File: src/rtl/mem_arbiter.sv
// Round-robin arbiter sharing one single-ported memory between fetch (f), memory-stage (d)
// and writeback (w) requesters; one transaction outstanding, response timeout flagged sticky.
module mem_arbiter #(
  parameter int ADDR_W  = 32,
  parameter int DATA_W  = 32,
  parameter int CMD_W   = 2,
  parameter int TIMEOUT = 16
) (
  input  logic              clk,
  input  logic              reset,

  input  logic              i_f_valid,
  input  logic [ADDR_W-1:0] i_f_addr,
  input  logic [CMD_W-1:0]  i_f_cmd,
  input  logic [DATA_W-1:0] i_f_data,
  output logic              o_f_ready,
  output logic              o_f_res_valid,
  output logic [DATA_W-1:0] o_f_data,
  input  logic              i_f_res_ready,

  input  logic              i_d_valid,
  input  logic [ADDR_W-1:0] i_d_addr,
  input  logic [CMD_W-1:0]  i_d_cmd,
  input  logic [DATA_W-1:0] i_d_data,
  output logic              o_d_ready,
  output logic              o_d_res_valid,
  output logic [DATA_W-1:0] o_d_data,
  input  logic              i_d_res_ready,

  input  logic              i_w_valid,
  input  logic [ADDR_W-1:0] i_w_addr,
  input  logic [CMD_W-1:0]  i_w_cmd,
  input  logic [DATA_W-1:0] i_w_data,
  output logic              o_w_ready,
  output logic              o_w_res_valid,
  output logic [DATA_W-1:0] o_w_data,
  input  logic              i_w_res_ready,

  output logic              o_mem_valid,
  output logic [ADDR_W-1:0] o_mem_addr,
  output logic [CMD_W-1:0]  o_mem_cmd,
  output logic [DATA_W-1:0] o_mem_data,
  input  logic              i_mem_ready,
  input  logic              i_mem_res_valid,
  input  logic [DATA_W-1:0] i_mem_data,
  output logic              o_mem_res_ready,

  output logic              o_err
);

  localparam int CNT_W = (TIMEOUT > 2) ? $clog2(TIMEOUT) : 1;
  localparam logic [CNT_W-1:0] CNT_LAST = CNT_W'(TIMEOUT - 1);

  typedef enum logic [1:0] {S_IDLE, S_REQ, S_RESP, S_DELIVER} state_t;
  typedef enum logic [1:0] {OWN_F, OWN_D, OWN_W} owner_t;

  state_t            r_state;
  state_t            w_next_state;
  owner_t            r_owner;
  owner_t            r_rr_ptr;
  owner_t            w_grant;
  logic              w_grant_any;
  logic              w_accept;
  logic              w_owner_res_ready;
  logic              w_deliver;
  logic [ADDR_W-1:0] w_sel_addr;
  logic [CMD_W-1:0]  w_sel_cmd;
  logic [DATA_W-1:0] w_sel_data;
  logic [ADDR_W-1:0] r_addr;
  logic [CMD_W-1:0]  r_cmd;
  logic [DATA_W-1:0] r_wdata;
  logic [DATA_W-1:0] r_resp;
  logic [CNT_W-1:0]  r_cnt;
  logic              r_err;

  // Search order starts with the requester after the last one served.
  always_comb begin
    w_grant_any = i_f_valid | i_d_valid | i_w_valid;
    w_grant     = OWN_F;
    case (r_rr_ptr)
      OWN_F: begin
        if (i_d_valid)      w_grant = OWN_D;
        else if (i_w_valid) w_grant = OWN_W;
        else                w_grant = OWN_F;
      end
      OWN_D: begin
        if (i_w_valid)      w_grant = OWN_W;
        else if (i_f_valid) w_grant = OWN_F;
        else                w_grant = OWN_D;
      end
      default: begin
        if (i_f_valid)      w_grant = OWN_F;
        else if (i_d_valid) w_grant = OWN_D;
        else                w_grant = OWN_W;
      end
    endcase
  end

  always_comb begin
    w_sel_addr = i_f_addr;
    w_sel_cmd  = i_f_cmd;
    w_sel_data = i_f_data;
    case (w_grant)
      OWN_D: begin
        w_sel_addr = i_d_addr;
        w_sel_cmd  = i_d_cmd;
        w_sel_data = i_d_data;
      end
      OWN_W: begin
        w_sel_addr = i_w_addr;
        w_sel_cmd  = i_w_cmd;
        w_sel_data = i_w_data;
      end
      default: ;
    endcase
  end

  always_comb begin
    case (r_owner)
      OWN_F:   w_owner_res_ready = i_f_res_ready;
      OWN_D:   w_owner_res_ready = i_d_res_ready;
      default: w_owner_res_ready = i_w_res_ready;
    endcase
  end

  assign w_accept = reset && (r_state == S_IDLE) && w_grant_any;

  always_comb begin
    w_next_state = r_state;
    case (r_state)
      S_IDLE:    if (w_grant_any) w_next_state = S_REQ;
      S_REQ:     if (i_mem_ready) w_next_state = S_RESP;
      S_RESP:    if (i_mem_res_valid || (r_cnt == CNT_LAST)) w_next_state = S_DELIVER;
      S_DELIVER: if (w_owner_res_ready) w_next_state = S_IDLE;
      default:   w_next_state = S_IDLE;
    endcase
  end

  always_ff @(posedge clk or negedge reset) begin
    if (!reset) r_state <= S_IDLE;
    else        r_state <= w_next_state;
  end

  always_ff @(posedge clk or negedge reset) begin
    if (!reset) begin
      r_owner  <= OWN_W;
      r_rr_ptr <= OWN_W;
      r_addr   <= '0;
      r_cmd    <= '0;
      r_wdata  <= '0;
      r_resp   <= '0;
      r_cnt    <= '0;
      r_err    <= 1'b0;
    end else begin
      case (r_state)
        S_IDLE: begin
          if (w_grant_any) begin
            r_owner <= w_grant;
            r_addr  <= w_sel_addr;
            r_cmd   <= w_sel_cmd;
            r_wdata <= w_sel_data;
          end
        end
        S_REQ: begin
          if (i_mem_ready) r_cnt <= '0;
        end
        S_RESP: begin
          if (i_mem_res_valid) begin
            r_resp <= i_mem_data;
          end else if (r_cnt == CNT_LAST) begin
            r_resp <= '0;
            r_err  <= 1'b1;
          end else begin
            r_cnt <= r_cnt + 1'b1;
          end
        end
        S_DELIVER: begin
          if (w_owner_res_ready) r_rr_ptr <= r_owner;
        end
        default: ;
      endcase
    end
  end

  assign w_deliver = (r_state == S_DELIVER);

  assign o_f_ready = w_accept && (w_grant == OWN_F);
  assign o_d_ready = w_accept && (w_grant == OWN_D);
  assign o_w_ready = w_accept && (w_grant == OWN_W);

  assign o_f_res_valid = w_deliver && (r_owner == OWN_F);
  assign o_d_res_valid = w_deliver && (r_owner == OWN_D);
  assign o_w_res_valid = w_deliver && (r_owner == OWN_W);

  assign o_f_data = o_f_res_valid ? r_resp : '0;
  assign o_d_data = o_d_res_valid ? r_resp : '0;
  assign o_w_data = o_w_res_valid ? r_resp : '0;

  assign o_mem_valid     = (r_state == S_REQ);
  assign o_mem_addr      = r_addr;
  assign o_mem_cmd       = r_cmd;
  assign o_mem_data      = r_wdata;
  assign o_mem_res_ready = (r_state == S_RESP);
  assign o_err           = r_err;

endmodule

File: config.mk
export PLATFORM = sky130hd
export DESIGN_NAME = mem_arbiter
export DESIGN_NICKNAME = d
export VERILOG_FILES = /design/src/rtl/mem_arbiter.sv
export SDC_FILE = /design/constraint.sdc
export NUM_CORES = 1
export LEC_CHECK = 0
export ABC_AREA = 1
export BUFFER_PORTS_ARGS = -buffer_cell sky130_fd_sc_hd__buf_4
export CAP_MARGIN = 10
export CORE_AREA = 2 2 161 163
export CTS_BUF_LIST = sky130_fd_sc_hd__clkbuf_4
export CTS_CLUSTER_DIAMETER = 50
export DETAILED_ROUTE_END_ITERATION = 8
export DIE_AREA = 0 0 163 165
export REMOVE_ABC_BUFFERS = 1
export SETUP_SLACK_MARGIN = 0.02
export SYNTH_ARGS = -nofsm -noshare
export SYNTH_HDL_FRONTEND = slang
export SYNTH_SLANG_ARGS = --single-unit
File: constraint.sdc
create_clock -name clk -period 2 [get_ports clk]
set_input_delay 0.3 -clock clk [delete_from_list [all_inputs] [get_ports clk]]
set_output_delay 0.3 -clock clk [all_outputs]
set_load 0.02 [all_outputs]
Word-level counts from Yosys, hierarchy flattened. Cells that the tools add are included.

Input bits: 240. Register bits after elaboration: 109. Word-level logic and storage cells: 74.

Reductions and logical operators: 21. $add $sub $neg: 1. Equality and inequality tests: 15. Mux-type cells: 25. Bitwise gates (word level): 3.

Operators by type and width (number): two-way mux 32 bit (5); case mux 32 bit (2 select lines) (2); two-way mux 2 bit (9); two-way mux 4 bit (3); equality test 2 x 1 -> 1 bit, second input constant (4); equality test 2 bit, second input constant (4); logical AND 1 bit (8); logical NOT 2 bit (4); inequality test 2 bit, second input constant (4); case mux 2 bit (2 select lines) (2); case mux 2 bit (4 select lines) (1); case mux 4 bit (2 select lines) (1); AND reduction 4 bit (2); AND reduction 2 bit (3); adder 4 x 1 -> 4 bit, second input constant (1); equality test 4 bit, second input constant (1); inequality test 2 x 1 -> 1 bit, second input constant (2); nonzero test 2 bit (2); AND reduction 3 bit (1); bitwise OR 1 bit (2); case mux 1 bit (2 select lines) (1); logical OR 1 bit (1); two-way mux 1 bit (1); inverter 1 bit (1).

Longest topological paths before layout. Gate-level depths: netlist of run 1.

Depth in word-level cells: 5. Depth in mapped cells: 12. Gate-level depth less buffers: 10.

Worst setup path after synthesis of run 1. Ideal clock, no wire load.

Path type: reg2out. Start: reg r_rr_ptr[1]. End: out o_w_ready. Path buffers: 2. Stages on the path, launching flop included: 8. Setup slack: -0.072 ns. Data arrival time: 1.772 ns. Cell sequence: dfstp_2 -> inv_1 -> o21ai_0 -> ha_1 -> buf_2 -> buf_2 -> inv_1 -> nor2_1.

Word-level cells in the longest chain between the ends: 4. Elaborated cells between the ends (all ways): 5. Those cells by class: eq/ne: 2; mux: 1; reduce/logical: 2.

RTL lines: start, declared (RTL line 60) `owner_t r_rr_ptr;`; start signal, assigned (RTL line 178) `if (w_owner_res_ready) r_rr_ptr <= r_owner;`; equality test 2 x 1 -> 1 bit / logical NOT 2 bit (equally long branches) (RTL line 80) `case (r_rr_ptr)`; case mux 2 bit (2 select lines) * (RTL line 80); via w_grant[1] (RTL line 61) `owner_t w_grant;`; equality test 2 bit * (RTL line 189) `assign o_w_ready = w_accept && (w_grant == OWN_W);`; logical AND 1 bit * (RTL line 189); end, declared (RTL line 34) `output logic o_w_ready,`.

The timed path passes the listed nets; every way through them passes the cells marked *.

Final worst setup path of run 1.
Start: reg r_state[0]. End: out o_d_data[21].

Word-level cells in the longest chain between the ends: 3.

RTL lines: start, declared (RTL line 57) `state_t r_state;`; start signal, assigned (RTL line 141) `else r_state <= w_next_state;`; equality test 2 bit (RTL line 185) `assign w_deliver = (r_state == S_DELIVER);`; logical AND 1 bit (RTL line 192) `assign o_d_res_valid = w_deliver && (r_owner == OWN_D);`; two-way mux 32 bit (RTL line 196) `assign o_d_data = o_d_res_valid ? r_resp : '0;`; end, declared (RTL line 27) `output logic [DATA_W-1:0] o_d_data,`.

No other way between the ends.

==> results of run 1 <==
-- where the power goes --
part	internal (mW)	switching [mW]
sequential	3.24	0.541
clock	0.421	0.742
combinational	5.74	7.06
-- through the flow --
stage	hold WS (ps)	setup slack, ps	setup TNS [ps]	utilization (%)	instance area (sq um)
after global routing	0.916	-356	-36230	49.1	12300
after detailed placement	468	-17.0	-75.1	40.2	10100
after CTS	2.16	-266	-22990	46.9	11700
after floorplan	4.41	-3250	-208520	-	6220
final	62.9	-214	-15280	49.1	12300
after global placement	474	8.49	0	40.2	10100
-- final cells by class --
| cell class | count | area [sq um] |
|---|---|---|
| Sequential cell | 109 | 2730 |
| Multi-Input combinational cell | 566 | 3880 |
| Clock inverter | 4 | 48.8 |
| Clock buffer | 12 | 90.1 |
| Inverter | 125 | 487 |
| Tap cell | 330 | 413 |
| Timing Repair Buffer | 493 | 4650 |
| Fill cell | 2423 | 12700 |
| Antenna cell | 1 | 2.50 |
-- synthesized netlist by cell type --
cell type  count  area [sq um]
buf_4          2          15.0
nand2_1      162           608
nand3_1      107           536
o211ai_1      37           278
inv_1        125           469
ha_1           8           100
buf_12         4          80.1
o211ai_2      30           375
o31ai_1        1          7.51
dfrtp_1      107          2680
a21oi_2        1          8.76
o21ai_0       72           360
nand3b_1       1          7.51
buf_2         27           135
nand4_1        1          6.26
xnor2_1        1          8.76
nor3_2         2          20.0
or2_1          1          6.26
xor2_1         1          8.76
clkbuf_1      27           101
nor2_1       106           398
nor2_2         1          6.26
buf_1          2          7.51
clkbuf_2       1          5.00
dfstp_2        2          52.6
o21ai_1        1          5.00
o21ai_2       31           272
a21oi_1        2          10.0
clkbuf_4       1          7.51
-- logic make-up (layout without fill, tap and decap cells) --
group | after synthesis | count (layout) | share of synthesized area [%]
compound gates | 175 | 175 | 20.0
xor+xnor | 2 | 2 | 0.267
fa+ha+maj | 8 | 8 | 1.52
buf+inv | 189 | 634 | 12.5
flops | 109 | 109 | 41.5
other cells | 0 | 1 | 0
simple gates | 381 | 381 | 24.2
-- timing repair --
item                                    4_1_cts  5_1_grt
endpoints found under the setup margin      156      169
gates cloned                                 17        6
hold buffers                                  4        4
pin swaps                                    59       50
resized for setup                           262       83
hold endpoints to repair                    110        4
setup buffers                                22        8
-- path summary, 6_finish.rpt --
kind | startpoint | end | cells after the start
setup / recovery | r_state[0] | o_d_data[21] | 7
hold / removal | i_mem_data[1] | r_resp[1] | 3
setup reg to reg | r_rr_ptr[1] | o_mem_addr[17] | 10
hold reg to reg | o_err | o_err | 2
max in group asynchronous | reset | o_mem_addr[20] | 3
min in group asynchronous | reset | o_mem_addr[31] | 3
-- critical path: stages (launching register included) --
cell and delay, ps:
dfrtp_1 440, ha_4 180, inv_4 50, nor3_4 240
inv_4 130, buf_16 180, nor2_2 90, buf_4 150
-- per-layer routing --
metal / routed length [microns] / part of all wire, % / vias up
li1: - / - / 3688
met1: 12800 / 43 / 3727
met2: 14700 / 49 / 318
met3: 1750 / 5.8 / 54
met4: 718 / 2.4 / 0
met5: 0 / 0 / -
-- registers in the layout (all words and copies together) (netlist names) --
name        count
r_owner         2
r_state         2
o_mem_addr     32
o_mem_data     32
o_err           1
r_rr_ptr        2
o_mem_cmd       2
r_resp         32
r_cnt           4
==> flow_metrics.py, run 1 <==
metrics = {
    "floorplan": {
        "fp.coreArea_sq_um": 25000,
        "die-width_microns": 163,
        "die_area_sq_um": 26900,
        "initial_core_util_pct": 26.3,
        "die_h_microns": 165,
        "rows": 58,
        "io_pins": 411,
    },
    "critical_path": {
        "path_max_fanout": 8,
        "end_kind": "primary output",
        "worst_ep_required_time_ps": 1700,
        "crit_type": "reg -> out",
        "r2r_slack_ps": -120,
        "startpoint_type": "flip-flop",
        "critPathArrivalTime_ps": 1910,
    },
    "power_and_ir_drop": {
        "power_mw": 17.7,
        "leakagePower_nw": 5.88,
        "peakVddDrop_mv": 0.655,
        "power_density_nw_per_um2": 1440,
    },
    "route": {
        "drt-initial-drc-count": 416,
        "ant_nets": 0,
        "firstDrtPassIters": 5,
        "via_count": 7787,
        "vias_per_cell": 4.75,
        "avgRoutedWirePerCell_microns": 18.3,
        "wirelength_microns": 30100,
        "drc": 0,
    },
    "placement": {
        "port_buffers": 410,
        "gp_congestion": 0.908,
        "placed_cells": 1566,
        "dp_hpwl_microns": 19700,
    },
    "yosys": {
        "avgSynthCellArea_sq_um": 7.61,
        "ys_ff_latch": 109,
        "synth.distinct_cells": 29,
        "synth-seq-area-share_pct": 41.5,
        "syn_area_sq_um": 6570,
        "netlist_instances": 864,
        "synth_warnings": 0,
    },
    "global_route": {
        "grtUsageTotal_pct": 21.1,
        "antenna_found_initial": 1,
        "busiest_layer": "met2",
        "grt_use_met1_pct": 28.7,
        "grt_pass1_wl_microns": 43500,
        "gr-total-overflow": 0,
        "met2_usage_pct": 34.4,
        "grt_pass1_vias": 7661,
        "grt_max_degree": 110,
        "met3_usage_pct": 3.89,
    },
    "sta": {
        "timing.final.crit_share_pct": 111,
        "slew_violations": 0,
        "min_period_ps": 2210,
        "layout_setup_ws_ps": -214,
        "setup_viol": 158,
        "hold_viol_final": 0,
        "fin_skew_ps": 14.3,
        "rsz0062_at_grt": "yes",
        "max-slew-margin-rel_pct": 58.1,
        "fmax_ghz": 0.452,
        "worst_slew_pin_slew_ps": 628,
    },
    "finish": {
        "area_growth_pct": 87.2,
        "fin_cells": 1640,
        "layout_commonest_cell": "buf_4",
        "final_cell_mix": "buf_4 (382), nand2_1 (159), inv_1 (113)",
        "drive_above_1_share_pct": 54.5,
        "nNetsFinal": 1552,
    },
    "clock_tree": {
        "cts_root_buf": "clkbuf_4",
        "cts.clk_slew.worst_paths_ps": 170,
        "cts_tree": "yes",
        "numCtsBuffers": 9,
        "clk_latency_ps": 450,
        "cts_buffer_depth": 2,
        "cts_max_level": 3,
        "numClockSinks": 109,
    },
    "flow_run": {
        "cap_violations": 0,
    },
    "run_status": {
        "status": "complete, but fails checks",
        "violations": "setup timing",
    },
    "worst_hold_path": {
        "hp-class": "in -> reg",
    },
}
Note: power is estimated with default switching activity, not from simulation.
==> run 2, diff against run 1 <==
--- a/config.mk
+++ b/config.mk
@@ -5,14 +5,13 @@
 export SDC_FILE = /design/constraint.sdc
 export NUM_CORES = 1
 export LEC_CHECK = 0
-export ABC_AREA = 1
 export BUFFER_PORTS_ARGS = -buffer_cell sky130_fd_sc_hd__buf_4
 export CAP_MARGIN = 10
-export CORE_AREA = 2 2 161 163
+export CORE_AREA = 2 2 158 160
 export CTS_BUF_LIST = sky130_fd_sc_hd__clkbuf_4
 export CTS_CLUSTER_DIAMETER = 50
 export DETAILED_ROUTE_END_ITERATION = 8
-export DIE_AREA = 0 0 163 165
+export DIE_AREA = 0 0 160 162
 export REMOVE_ABC_BUFFERS = 1
 export SETUP_SLACK_MARGIN = 0.02
 export SYNTH_ARGS = -nofsm -noshare
==> flow_metrics.py, run 2 <==
metrics = {
    "run_status": {
        "status": "complete, but fails checks",
        "violations": "setup timing",
    },
    "yosys": {
        "synth_area_leaders": "dfrtp_1 (44%), o21ai_0 (10%), and2_1 (9.8%), nand2_1 (8.6%), a22oi_1 (8.1%)",
        "yosysTopAreaCell": "dfrtp_1",
        "synth.distinct_cells": 44,
        "async_flop_share_pct": 100,
        "synth_warnings": 0,
        "synth_edf_count": 0,
        "synth-seq-area-share_pct": 44.4,
        "netlist_instances": 708,
        "synth_ff_type": "dfrtp_1",
        "synth_common_cells": "nand2_1 (140), o21ai_0 (124), dfrtp_1 (107)",
        "synth_top_area_share_pct": 43.6,
        "ys_ff_latch": 109,
        "avgSynthCellArea_sq_um": 8.68,
        "yosysMostFrequentCell": "nand2_1",
        "syn_area_sq_um": 6140,
    },
    "finish": {
        "fillerInstances": 2159,
        "area_growth_pct": 104,
        "layout_commonest_cell": "buf_4",
        "drive_above_1_share_pct": 59.9,
        "design_area_sq_um": 12600,
        "fin_cells": 1533,
        "final_cell_mix": "buf_4 (361), nand2_1 (128), o21ai_1 (107)",
        "nNetsFinal": 1449,
    },
    "sta": {
        "worst_slew_pin_slew_ps": 521,
        "fin_skew_ps": 22.4,
        "rsz0062_at_grt": "yes",
        "fin_hold_ws_ps": 41.8,
        "setup_viol": 164,
        "hold_viol_final": 0,
        "slew_violations": 0,
        "layout_setup_ws_ps": -350,
        "min_period_ps": 2350,
        "max-slew-margin-rel_pct": 65.3,
        "fmax_ghz": 0.426,
        "timing.final.crit_share_pct": 117,
    },
    "global_route": {
        "grt_max_degree": 113,
        "grt_pass1_wl_microns": 43000,
        "grt_pass1_vias": 7376,
        "antenna_found_initial": 2,
        "gr-total-overflow": 0,
        "grtUsageTotal_pct": 21.5,
    },
    "critical_path": {
        "crit_family": "buffers and inverters",
        "path_max_fanout": 8,
        "cp.buffers_inverters": 4,
        "end_kind": "primary output",
        "critPathArrivalTime_ps": 2050,
        "startpoint_type": "flip-flop",
        "crit_top_cell": "buf_6",
        "r2r_slack_ps": -160,
        "slowest_delay_ps": 420,
        "cp_slowest_cell": "dfrtp_1",
        "crit_type": "reg -> out",
        "ff2ff_path_depth": 11,
        "cp_cell_sequence": "ha_2 > buf_6 > nor3b_4 > buf_6 > clkbuf_16 > and2_4 > buf_6",
        "worst_ep_required_time_ps": 1700,
        "critical_path_depth": 7,
    },
    "power_and_ir_drop": {
        "leakagePower_nw": 5.94,
        "power_mw": 19.6,
        "power_density_nw_per_um2": 1560,
        "peakVddDrop_mv": 0.675,
    },
    "floorplan": {
        "io_pins": 411,
        "die-width_microns": 160,
        "fp.coreArea_sq_um": 24100,
        "initial_core_util_pct": 25.5,
        "die_h_microns": 162,
        "rows": 57,
        "die_area_sq_um": 25900,
    },
    "worst_hold_path": {
        "min_path_cells": 3,
        "hp-class": "in -> reg",
    },
    "clock_tree": {
        "cts_root_buf": "clkbuf_4",
        "numCtsBuffers": 9,
        "clk_latency_ps": 500,
        "cts_max_level": 3,
        "numClockSinks": 109,
        "cts_tree": "yes",
        "cts.clk_slew.worst_paths_ps": 200,
        "cts_buffer_depth": 2,
    },
    "placement": {
        "gp_congestion": 0.795,
        "dp_hpwl_microns": 18900,
        "placed_cells": 1414,
        "port_buffers": 410,
        "dpl_cell_area_sq_um": 9710,
    },
    "flow_run": {
        "cap_violations": 0,
    },
    "route": {
        "firstDrtPassIters": 4,
        "drt-initial-drc-count": 360,
        "ant_nets": 0,
        "wirelength_microns": 32100,
        "avgRoutedWirePerCell_microns": 20.9,
        "via_count": 7468,
        "vias_per_cell": 4.87,
        "drc": 0,
    },
}
==> run 2: cells by family after synthesis <==
| group | Yosys count | synth area share [%] |
|---|---|---|
| and+or+nand+nor | 262 | 21.1 |
| adders and majority gates | 8 | 1.63 |
| DFF | 109 | 44.4 |
| muxes | 6 | 1.10 |
| buffers and inverters | 67 | 5.09 |
| AOI/OAI and AO/OA | 256 | 26.6 |
==> run 2: area by class of cell <==
cell class	instances	area (sq um)	share of cell area, %
Clock buffer	9	67.6	0.538
Tap cell	324	405	3.23
Antenna cell	3	7.51	0.0598
Multi-Input combinational cell	534	3910	31.2
Sequential cell	109	2730	21.8
Inverter	6	25.0	0.199
Clock inverter	7	73.8	0.588
Timing Repair Buffer	541	5330	42.5
==> run 2: worst reg2reg max path, stage by stage (launching register included) <==
cell and delay [ps]:
dfstp_2 600, nor2b_4 210, a2bb2oi_4 90, buf_6 120, ha_4 150, buf_4 150
clkbuf_16 160, buf_8 140, a22oi_2 230, nand2_4 60, o21ai_2 60, o21ai_1 70
==> run 2: timing repair <==
| item | 4_1_cts | 5_1_grt |
|---|---|---|
| gates resized for setup | 263 | 193 |
| hold buffers | 34 | 1 |
| cloned | 18 | 17 |
| endpoints found under the setup margin | 169 | 170 |
| pin swaps | 24 | 29 |
| buffers inserted | 29 | 4 |
| hold endpoints to repair | 141 | 1 |
==> run 2: stage by stage <==
stage / worst slack, ps / TNS, ps / util, %
5_1_grt: -478 / -53050 / 52.1
3_5_place_dp: -306 / -15620 / 40.3
2_1_floorplan: -1250 / -128190 / -
3_3_place_gp: -245 / -9680 / 40.3
4_1_cts: -389 / -41020 / 48.5
6_report: -350 / -33420 / 52.1
==> run 2: worst paths after layout <==
| path | startpoint | end |
|---|---|---|
| max | r_state[0] | o_f_data[22] |
| min | i_f_data[5] | o_mem_data[5] |
| max reg2reg | r_rr_ptr[1] | o_mem_data[26] |
| min reg2reg | o_err | o_err |
| max in group asynchronous | reset | r_resp[22] |
| min in group asynchronous | reset | r_rr_ptr[0] |
==> run 2: layer usage <==
layer | vias up | global-route usage [%] | share of wire (%)
li1 | 3491 | - | -
met4 | 0 | 5.65 | 2.2
met5 | - | 0 | 0
met2 | 353 | 40.1 | 54
met3 | 44 | 5.18 | 7.1
met1 | 3580 | 24.5 | 37
==> run 2: report_power, final <==
part | total, mW | switching, mW | internal (mW)
registers | 4.08 | 0.839 | 3.24
logic | 14.3 | 7.07 | 7.24
clock network | 1.21 | 0.823 | 0.387
